## src/rtl/multicycle_ctrl.sv

```systemverilog
// rtl/multicycle_ctrl.sv - main control FSM and ALU decoder for the multicycle RV32I core

// ALU decoder: maps the FSM's ALUOp plus funct fields to an ALUControl code
module multicycle_ctrl_aludec (
  input  logic [1:0] alu_op_i,
  input  logic [2:0] funct3_i,
  input  logic       op5_i,
  input  logic       funct7b5_i,
  output logic [2:0] alu_control_o
);

  // Undefined ALUOp/funct3 combinations fall back to add so the output is never X
  always_comb begin
    alu_control_o = 3'b000;
    case (alu_op_i)
      2'b00: alu_control_o = 3'b000;
      2'b01: alu_control_o = 3'b001;
      2'b10: begin
        case (funct3_i)
          3'b000:  alu_control_o = (op5_i & funct7b5_i) ? 3'b001 : 3'b000;
          3'b010:  alu_control_o = 3'b101;
          3'b110:  alu_control_o = 3'b011;
          3'b111:  alu_control_o = 3'b010;
          default: alu_control_o = 3'b000;
        endcase
      end
      default: alu_control_o = 3'b000;
    endcase
  end

endmodule

// Control FSM sequencing the shared datapath through fetch/decode/execute/memory/writeback
module multicycle_ctrl (
  input  logic       clk,
  input  logic       reset,
  input  logic [6:0] op,
  input  logic [2:0] funct3,
  input  logic       funct7b5,
  input  logic       Zero,
  input  logic       MemReady,
  output logic       PCWrite,
  output logic       AdrSrc,
  output logic       MemWrite,
  output logic       IRWrite,
  output logic       RegWrite,
  output logic [1:0] ResultSrc,
  output logic [1:0] ALUSrcA,
  output logic [1:0] ALUSrcB,
  output logic [1:0] ImmSrc,
  output logic [2:0] ALUControl,
  output logic       Illegal,
  output logic [3:0] State
);

  localparam logic [6:0] OP_LW  = 7'b0000011;
  localparam logic [6:0] OP_SW  = 7'b0100011;
  localparam logic [6:0] OP_R   = 7'b0110011;
  localparam logic [6:0] OP_I   = 7'b0010011;
  localparam logic [6:0] OP_BEQ = 7'b1100011;
  localparam logic [6:0] OP_JAL = 7'b1101111;

  typedef enum logic [3:0] {
    S_FETCH    = 4'd0,
    S_DECODE   = 4'd1,
    S_MEMADR   = 4'd2,
    S_MEMREAD  = 4'd3,
    S_MEMWB    = 4'd4,
    S_MEMWRITE = 4'd5,
    S_EXECR    = 4'd6,
    S_ALUWB    = 4'd7,
    S_EXECI    = 4'd8,
    S_JAL      = 4'd9,
    S_BEQ      = 4'd10
  } state_e;

  state_e     state_q, state_d;
  logic       pc_write, mem_write, ir_write, reg_write, illegal;
  logic [1:0] alu_op;
  logic       f3_ok, r_ok;

  // Only add/slt/or/and are implemented; sub is the sole funct7b5 variant allowed
  assign f3_ok = (funct3 == 3'b000) || (funct3 == 3'b010) ||
                 (funct3 == 3'b110) || (funct3 == 3'b111);
  assign r_ok  = f3_ok && !(funct7b5 && (funct3 != 3'b000));

  // State register, asynchronously returned to FETCH
  always_ff @(posedge clk or posedge reset) begin
    if (reset) state_q <= S_FETCH;
    else       state_q <= state_d;
  end

  // Next-state and raw per-state control decode
  always_comb begin
    state_d   = S_FETCH;
    pc_write  = 1'b0;
    mem_write = 1'b0;
    ir_write  = 1'b0;
    reg_write = 1'b0;
    illegal   = 1'b0;
    AdrSrc    = 1'b0;
    ResultSrc = 2'b00;
    ALUSrcA   = 2'b00;
    ALUSrcB   = 2'b00;
    alu_op    = 2'b00;
    case (state_q)
      S_FETCH: begin
        ALUSrcB   = 2'b10;
        ResultSrc = 2'b10;
        ir_write  = MemReady;
        pc_write  = MemReady;
        state_d   = MemReady ? S_DECODE : S_FETCH;
      end
      S_DECODE: begin
        ALUSrcA = 2'b01;
        ALUSrcB = 2'b01;
        case (op)
          OP_LW, OP_SW: state_d = S_MEMADR;
          OP_R: begin
            if (r_ok) state_d = S_EXECR;
            else      illegal = 1'b1;
          end
          OP_I: begin
            if (f3_ok) state_d = S_EXECI;
            else       illegal = 1'b1;
          end
          OP_JAL:  state_d = S_JAL;
          OP_BEQ:  state_d = S_BEQ;
          default: illegal = 1'b1;
        endcase
      end
      S_MEMADR: begin
        ALUSrcA = 2'b10;
        ALUSrcB = 2'b01;
        state_d = (op == OP_SW) ? S_MEMWRITE : S_MEMREAD;
      end
      S_MEMREAD: begin
        AdrSrc  = 1'b1;
        state_d = MemReady ? S_MEMWB : S_MEMREAD;
      end
      S_MEMWB: begin
        ResultSrc = 2'b01;
        reg_write = 1'b1;
      end
      S_MEMWRITE: begin
        AdrSrc    = 1'b1;
        mem_write = 1'b1;
        state_d   = MemReady ? S_FETCH : S_MEMWRITE;
      end
      S_EXECR: begin
        ALUSrcA = 2'b10;
        alu_op  = 2'b10;
        state_d = S_ALUWB;
      end
      S_EXECI: begin
        ALUSrcA = 2'b10;
        ALUSrcB = 2'b01;
        alu_op  = 2'b10;
        state_d = S_ALUWB;
      end
      S_ALUWB: reg_write = 1'b1;
      S_JAL: begin
        ALUSrcA  = 2'b01;
        ALUSrcB  = 2'b10;
        pc_write = 1'b1;
        state_d  = S_ALUWB;
      end
      S_BEQ: begin
        ALUSrcA  = 2'b10;
        alu_op   = 2'b01;
        pc_write = Zero;
      end
      default: state_d = S_FETCH;
    endcase
  end

  // Immediate format follows the opcode regardless of state
  always_comb begin
    ImmSrc = 2'b00;
    case (op)
      OP_SW:   ImmSrc = 2'b01;
      OP_BEQ:  ImmSrc = 2'b10;
      OP_JAL:  ImmSrc = 2'b11;
      default: ImmSrc = 2'b00;
    endcase
  end

  multicycle_ctrl_aludec u_aludec (
    .alu_op_i      (alu_op),
    .funct3_i      (funct3),
    .op5_i         (op[5]),
    .funct7b5_i    (funct7b5),
    .alu_control_o (ALUControl)
  );

  // Enables are gated by reset so nothing reaches the datapath while it is asserted
  assign PCWrite  = pc_write  & ~reset;
  assign MemWrite = mem_write & ~reset;
  assign IRWrite  = ir_write  & ~reset;
  assign RegWrite = reg_write & ~reset;
  assign Illegal  = illegal   & ~reset;
  assign State    = state_q;

endmodule

```

## config.mk

```make
export PLATFORM = sky130hd
export DESIGN_NAME = multicycle_ctrl
export DESIGN_NICKNAME = d
export VERILOG_FILES = /design/src/rtl/multicycle_ctrl.sv
export SDC_FILE = /design/constraint.sdc
export NUM_CORES = 1
export LEC_CHECK = 0
export BUFFER_PORTS_ARGS = -buffer_cell sky130_fd_sc_hd__buf_2
export CORE_MARGIN = 2
export CORE_UTILIZATION = 48
export DETAILED_ROUTE_END_ITERATION = 8
export HOLD_SLACK_MARGIN = 0.12
export PLACE_DENSITY = 0.94
export SLEW_MARGIN = 20
export SYNTH_ARGS = -nofsm -noshare
export SYNTH_HDL_FRONTEND = slang
export SYNTH_SLANG_ARGS = --single-unit
```

## constraint.sdc

```tcl
create_clock -name clk -period 4 [get_ports clk]
set_clock_uncertainty 0.15 [all_clocks]
set_input_delay 0.4 -clock clk [delete_from_list [all_inputs] [get_ports clk]]
set_output_delay 0.4 -clock clk [all_outputs]
set_load 0.01 [all_outputs]
```

==> metrics.yaml, run 1 <==
cts_tree: "built"
cts_inserted_buffers: 3
synthFlopType: "dfrtp_1"
io_buffers: 35
start_util_pct: 52.53
core-area_sq_um: 1334
worstPathMaxFanout: 19
insertedDiodeCount: 0
worstMarginPinSlew_ps: 545.9
track_usage_pct: 23.50
initialDrtViolationCount: 22
synth_nets: 120
synth_top_cell_area_share_pct: 14.29
die_w_microns: 42.21
hold_ws_ps: 358.6
drive_gt1_share_pct: 33.33
synth_area_leader_cell: "dfrtp_1"
fillers: 115
period_share_pct: 71.07
synth.distinct_cells: 38
ant_nets: 0
synth_area_per_cell_sq_um: 6.803
power_uw: 331.5
post_cts.repair.setup_buffers: 0
netlist_top_cells_area: "dfrtp_1 14%, nand2_1 6.4%, nor2_1 5.9%, nor3_1 4.3%, inv_1 4.3%"
gp_congestion: 0.8693
outcome: "completed"
startpoint_type: "register"
synth-edff-count: 0
finalWirelength_mm: 1.844
antenna_found_initial: 0
hold_path_class: "in -> reg"
hold_viol: 0
async_flop_share_pct: 100.0
drt_pass1_iterations: 4
crit_slowest_cell: "dfrtp_1"
grt_setup_unrepaired: "no"
power.leakage_nw: 0.4321
area_growth_pct: 27.68
setup_viol: 0
grt_pass1_vias: 757
num_vias: 855
postCtsResizedCells: 0
crit_type: "reg -> out"
ff2ff_path_depth: 4
h-tree-depth: 1
synth_seq_cells: 4
setup_tns_ps: 0
critPathCaptureType: "primary output"
grt.overflow.total: 0
wire_per_inst_microns: 12.29
p_per_area_nw_per_um2: 370.6
relSlewSlack_pct: 63.61
cap_violations: 0
finalCriticalPeriod_ps: 2843
clock_latency_ps: 240
synthCells: 103
fmax_mhz: 351.8
critPathMaxStageDelay_ps: 680
cts.clk_slew.worst_paths_ps: 40
final_common_cell: "buf_2"
via_per_inst: 5.700
ys_seq_area_share_pct: 14.29
vdd_drop_max_v: 0.0002092
final_nets: 154
crit_start: "State[2]"
die-area_sq_um: 1781
dpl.hpwl_mm: 1.441
clock-sinks: 4
required_ps: 3450
worstHoldStart: "op[4]"
hold_path_depth: 3
largest_register_ffs: 4
grt_pass1_wl_mm: 3.360
drc_errors: 0
cp_cell_sequence: "nand2b_1, or2_2, a21oi_1, inv_1, ha_1, nor3b_1, buf_2"
grt_start_max_net_pins: 20
syn-cell-area_sq_um: 700.7
row_count: 13
yosysWarnings: 0
cts_buffer_depth: 2
slew_violations: 0
r2r_start: "State[1]"
mostFrequentLayoutCells: "35 x buf_2, 12 x nand2_1, 11 x nor2_1"
pin_count: 36
cts-root-buf: "clkbuf_4"
worstPathArrival_ps: 2290
die_y_microns: 42.21
## Yosys cell counts (2+ instances only)
cell / count
nor3_1: 6
a21oi_1: 5
clkbuf_1: 2
inv_1: 8
and3_1: 2
nor4_1: 3
or2_2: 2
o21bai_1: 2
buf_2: 4
o21ai_0: 4
nor2b_1: 2
nand3_1: 4
xor2_1: 2
nor3b_1: 3
nor2_1: 11
a31oi_1: 3
dfrtp_1: 4
nand2_1: 12
nand4b_1: 2
ha_1: 2
nand2b_1: 3
## stage by stage
stage	cell area, sq um	util [%]	instances	setup WS, ps
floorplan	700.7	-	103	1564
global placement	862.1	64.63	146	1499
detailed placement	862.1	64.63	146	1440
CTS	894.6	67.07	150	1178
global route	894.6	67.07	150	945.3
finish	894.6	67.07	150	1157
## per-layer routing
layer / GRT usage (%) / up-vias / wire length (microns)
met3: 3.879 / 2 / 158
met5: 0 / - / 0
met1: 31.43 / 379 / 760
met4: 5.625 / 0 / 8
li1: - / 431 / -
met2: 39.08 / 43 / 918
## power breakdown
group / total (mW) / internal [mW] / switching [mW]
clock network: 0.0513 / 0.0336 / 0.0177
logic: 0.196 / 0.0861 / 0.110
registers: 0.0841 / 0.0483 / 0.0358
total: 0.332 / 0.168 / 0.164
## cell type report
| type | instances | area (sq um) | share of cell area, % |
|---|---|---|---|
| inverters | 8 | 30.03 | 3.357 |
| repair buffers | 36 | 185.2 | 20.70 |
| well taps | 15 | 18.77 | 2.098 |
| multi-input cells | 84 | 538.0 | 60.14 |
| clock buffers | 3 | 22.52 | 2.517 |
| flip-flops and latches | 4 | 100.1 | 11.19 |
## kinds of logic after synthesis
logic type,synth area share [%]
AOI/OAI and AO/OA,24.64
xor gates and xnor gates,3.751
adders and majority gates,3.571
buffers and inverters,8.929
DFF,14.29
and+or+nand+nor,44.82
## worst paths after layout
kind	to	slack, ps
worst max-delay path	ALUControl[1]	1160
worst min-delay path	State[3]	360
worst max register to register	State[2]	2390
worst min register to register	State[0]	770
max in group asynchronous	State[1]	3070
min in group asynchronous	State[3]	480
## critical path, delay by kind of cell, from the launching register on
| kind | cells | cell delay (ps) |
|---|---|---|
| buffers and inverters | 2 | 220 |
| AO/OA/AOI/OAI | 1 | 190 |
| flip-flops | 1 | 680 |
| AND/OR/NAND/NOR | 3 | 680 |
| adder cells (fa/ha/maj) | 1 | 280 |
## timing repair
item | in CTS | in global routing
endpoints found under the setup margin | 0 | 0
endpoints found under the hold margin | 4 | 0
hold buffers | 1 | 0
No activity file was read; power rests on OpenSTA's default activity.
==> run 2: changes to the inputs <==
Settings changed: ABC_AREA set to 1, CORE_UTILIZATION 48 to 44, PLACE_DENSITY 0.94 to 0.89.
Clock period 4 ns to 2.65 ns, I/O delays scaled along.
==> run 2 against run 1 <==
Cell count is 24% higher. Largest power group unchanged. Sequential share of layout area is 0.078 points lower. Design area is 0.70% higher. Non-clock buffer count stayed put. Critical path type unchanged. Area after synthesis is 3.9% lower. Flip-flop and latch count stayed put. Clock power is 47% higher. Synthesized cell count is 27% higher. First-iteration DRC count stayed put. Clock-buffer cell count stayed put.
==> metrics.yaml, run 2 <==
startpoint_type: "register"
via_per_inst: 4.796  # -16%
finalWirelength_mm: 1.817  # -1.5%
drt_pass1_iterations: 4  # unchanged
hold_ws_ps: 254.3  # -104.3 ps
critPathCaptureType: "primary output"
hold_path_depth: 4  # +1
ant_nets: 0  # unchanged
start_util_pct: 45.75  # -6.8 points
die_y_microns: 43.12  # +2.2%
clock_latency_ps: 240  # about the same
final_nets: 189  # +23%
required_ps: 2240  # -1210 ps
drive_gt1_share_pct: 30.00  # -3.3 points
vdd_drop_max_v: 0.0004273  # +100%
synth_seq_cells: 4  # unchanged
post_cts.repair.setup_buffers: 0  # unchanged
power_uw: 489.7  # +48%
reg2reg_to: "State[2]"
cts_tree: "built"
fin_ws_ps: 501.8  # -655.3 ps
dpl.hpwl_mm: 1.563  # +8.5%
mostFrequentLayoutCells: "35 x buf_2, 30 x nand2_1, 28 x nor2_1"
synth_most_common_cell: "nand2_1"
dp_slack_ps: 760.1  # -679.6 ps
synth_area_leader_cell: "nand2_1"
wire_per_inst_microns: 9.769  # -21%
grt.overflow.total: 0  # unchanged
crit_start: "State[1]"
power.leakage_nw: 0.6057  # +40%
num_vias: 892  # +4.3%
die-area_sq_um: 1859  # +4.4%
instances_no_fill: 186  # +24%
finalCriticalPeriod_ps: 2148
netlist_top_cells_area: "nand2_1 17%, nor2_1 16%, dfrtp_1 15%, inv_1 13%, nand3_1 11%"
crit_slowest_cell: "dfrtp_1"
worstHoldStart: "MemReady"
largest_register_ffs: 4  # unchanged
synth.distinct_cells: 17  # -55%
io_buffers: 35  # unchanged
crit_buf_inv: 3  # +1
final_common_cell: "buf_2"
final_core_util_pct: 61.22  # -5.8 points
area_growth_pct: 33.83
cp_cell_sequence: "nand2_2, nor2_2, nor2_1, inv_1, ha_1, inv_1, nor3_1, buf_2"
dpl_cell_area_sq_um: 868.3  # +0.73%
rrSetupSlack_ps: 1260  # -1130 ps
hold_path_class: "in -> reg"
grt_pass1_wl_mm: 3.111  # -7.4%
antenna_found_initial: 0  # unchanged
synthFlopType: "dfrtp_1"
fmax_mhz: 465.5
syn-cell-area_sq_um: 673.1  # -3.9%
synth_area_per_cell_sq_um: 5.139  # -24%
cts_buffer_depth: 2  # unchanged
dp_cells: 182  # +25%
async_flop_share_pct: 100.0  # unchanged
hold_path_end: "State[0]"
initialDrtViolationCount: 22  # unchanged
hold_buffers: 1  # unchanged
gp_congestion: 0.8327  # -4.2%
period_share_pct: 81.06
cap_violations: 0  # unchanged
synthCells: 131  # +27%
worstMarginPinSlew_ps: 291.3  # -254.6 ps
grt_setup_unrepaired: "no"
hold_viol: 0  # unchanged
grt_start_max_net_pins: 8  # -60%
pin_count: 36  # unchanged
worstPathArrival_ps: 1730  # -560 ps
setup_tns_ps: 0  # unchanged
cpMostUsedCell: "inv_1"
synth_top_cell_area_share_pct: 16.73  # +2.4 points
track_usage_pct: 21.06  # -2.4 points
postCtsResizedCells: 0  # unchanged
slew_violations: 0  # unchanged
setup_viol: 0  # unchanged
r2r_start: "State[2]"
insertedDiodeCount: 0  # unchanged
die_w_microns: 43.12  # +2.2%
grt_pass1_vias: 806  # +6.5%
drc_errors: 0  # unchanged
ys_seq_area_share_pct: 14.87  # +0.58 points
row_count: 14  # +1
critPathTopFamily: "simple AND/OR/NAND/NOR gates"
critPathMaxStageDelay_ps: 500  # -180 ps
crit_type: "reg -> out"
synth-edff-count: 0  # unchanged
cts-root-buf: "clkbuf_4"
yosysWarnings: 0  # unchanged
synthTopCellsByCount: "30 x nand2_1, 28 x nor2_1, 23 x inv_1"
outcome: "completed"
clock-sinks: 4  # unchanged
cts_inserted_buffers: 3  # unchanged
worstPathMaxFanout: 7  # -12
stdcell_area_sq_um: 900.9  # +0.70%
cts.clk_slew.worst_paths_ps: 40  # about the same
h-tree-depth: 1  # unchanged
relSlewSlack_pct: 80.58  # +17 points
synth_nets: 148  # +23%
ff2ff_path_depth: 7  # +3
p_per_area_nw_per_um2: 543.6  # +47%
core-area_sq_um: 1471  # +10%
## run 2: changes by cell type after synthesis, moves of 4 or more
cell     before  now
nand2_1      12   30
nor2_1       11   28
inv_1         8   23
nand3_1       4   15
buf_2         4    0
inv_2         0    4
nor2_2        0    4
## run 2: area by class of cell
class / instances / area [sq um]
Tap cell: 16 / 20.02
Fill cell: 156 / 570.5
Clock buffer: 3 / 22.52
Timing Repair Buffer: 36 / 185.2
Multi-Input combinational cell: 100 / 471.7
Inverter: 27 / 101.3
Sequential cell: 4 / 100.1
## run 2: worst max-delay path by stage
stage | to | slack [ps] | cells past startpoint
floorplan | ALUControl[1] | 780 | 5
finish | ALUControl[2] | 500 | 8
global placement | ALUControl[1] | 800 | 6
global route | ALUControl[1] | 310 | 7
detailed placement | ALUControl[1] | 760 | 6
CTS | ALUControl[1] | 490 | 6
## run 2: metal layers
layer / global-route usage (%) / up-vias / wire (microns) / part of all wire (%)
met5: 0 / - / 0 / 0
met4: 0 / 0 / 0 / 0
met3: 6.809 / 0 / 123 / 6.8
met2: 37.61 / 29 / 879 / 48
met1: 25.96 / 384 / 813 / 45
li1: - / 479 / - / -
## run 2: tightest hold or removal path, stage by stage
cell	delay, ps
buf_2	100
nor2_1	100
nor2_1	80
nand3_1	60
## run 2: power by group
group          internal, mW  leakage (nW)  total (mW)  switching [mW]
clock                0.0506        0.0138      0.0752          0.0246
sequential           0.0740        0.0542      0.0982          0.0242
combinational         0.114         0.538       0.316           0.202
total                 0.239         0.606       0.490           0.251
## run 2: logic make-up after synthesis
| logic type | Yosys count | share of synthesized area, % |
|---|---|---|
| adder cells (fa/ha/maj) | 2 | 3.717 |
| flip-flops | 4 | 14.87 |
| buffers and inverters | 27 | 15.05 |
| AND/OR/NAND/NOR | 87 | 57.25 |
| AO/OA/AOI/OAI | 11 | 9.108 |
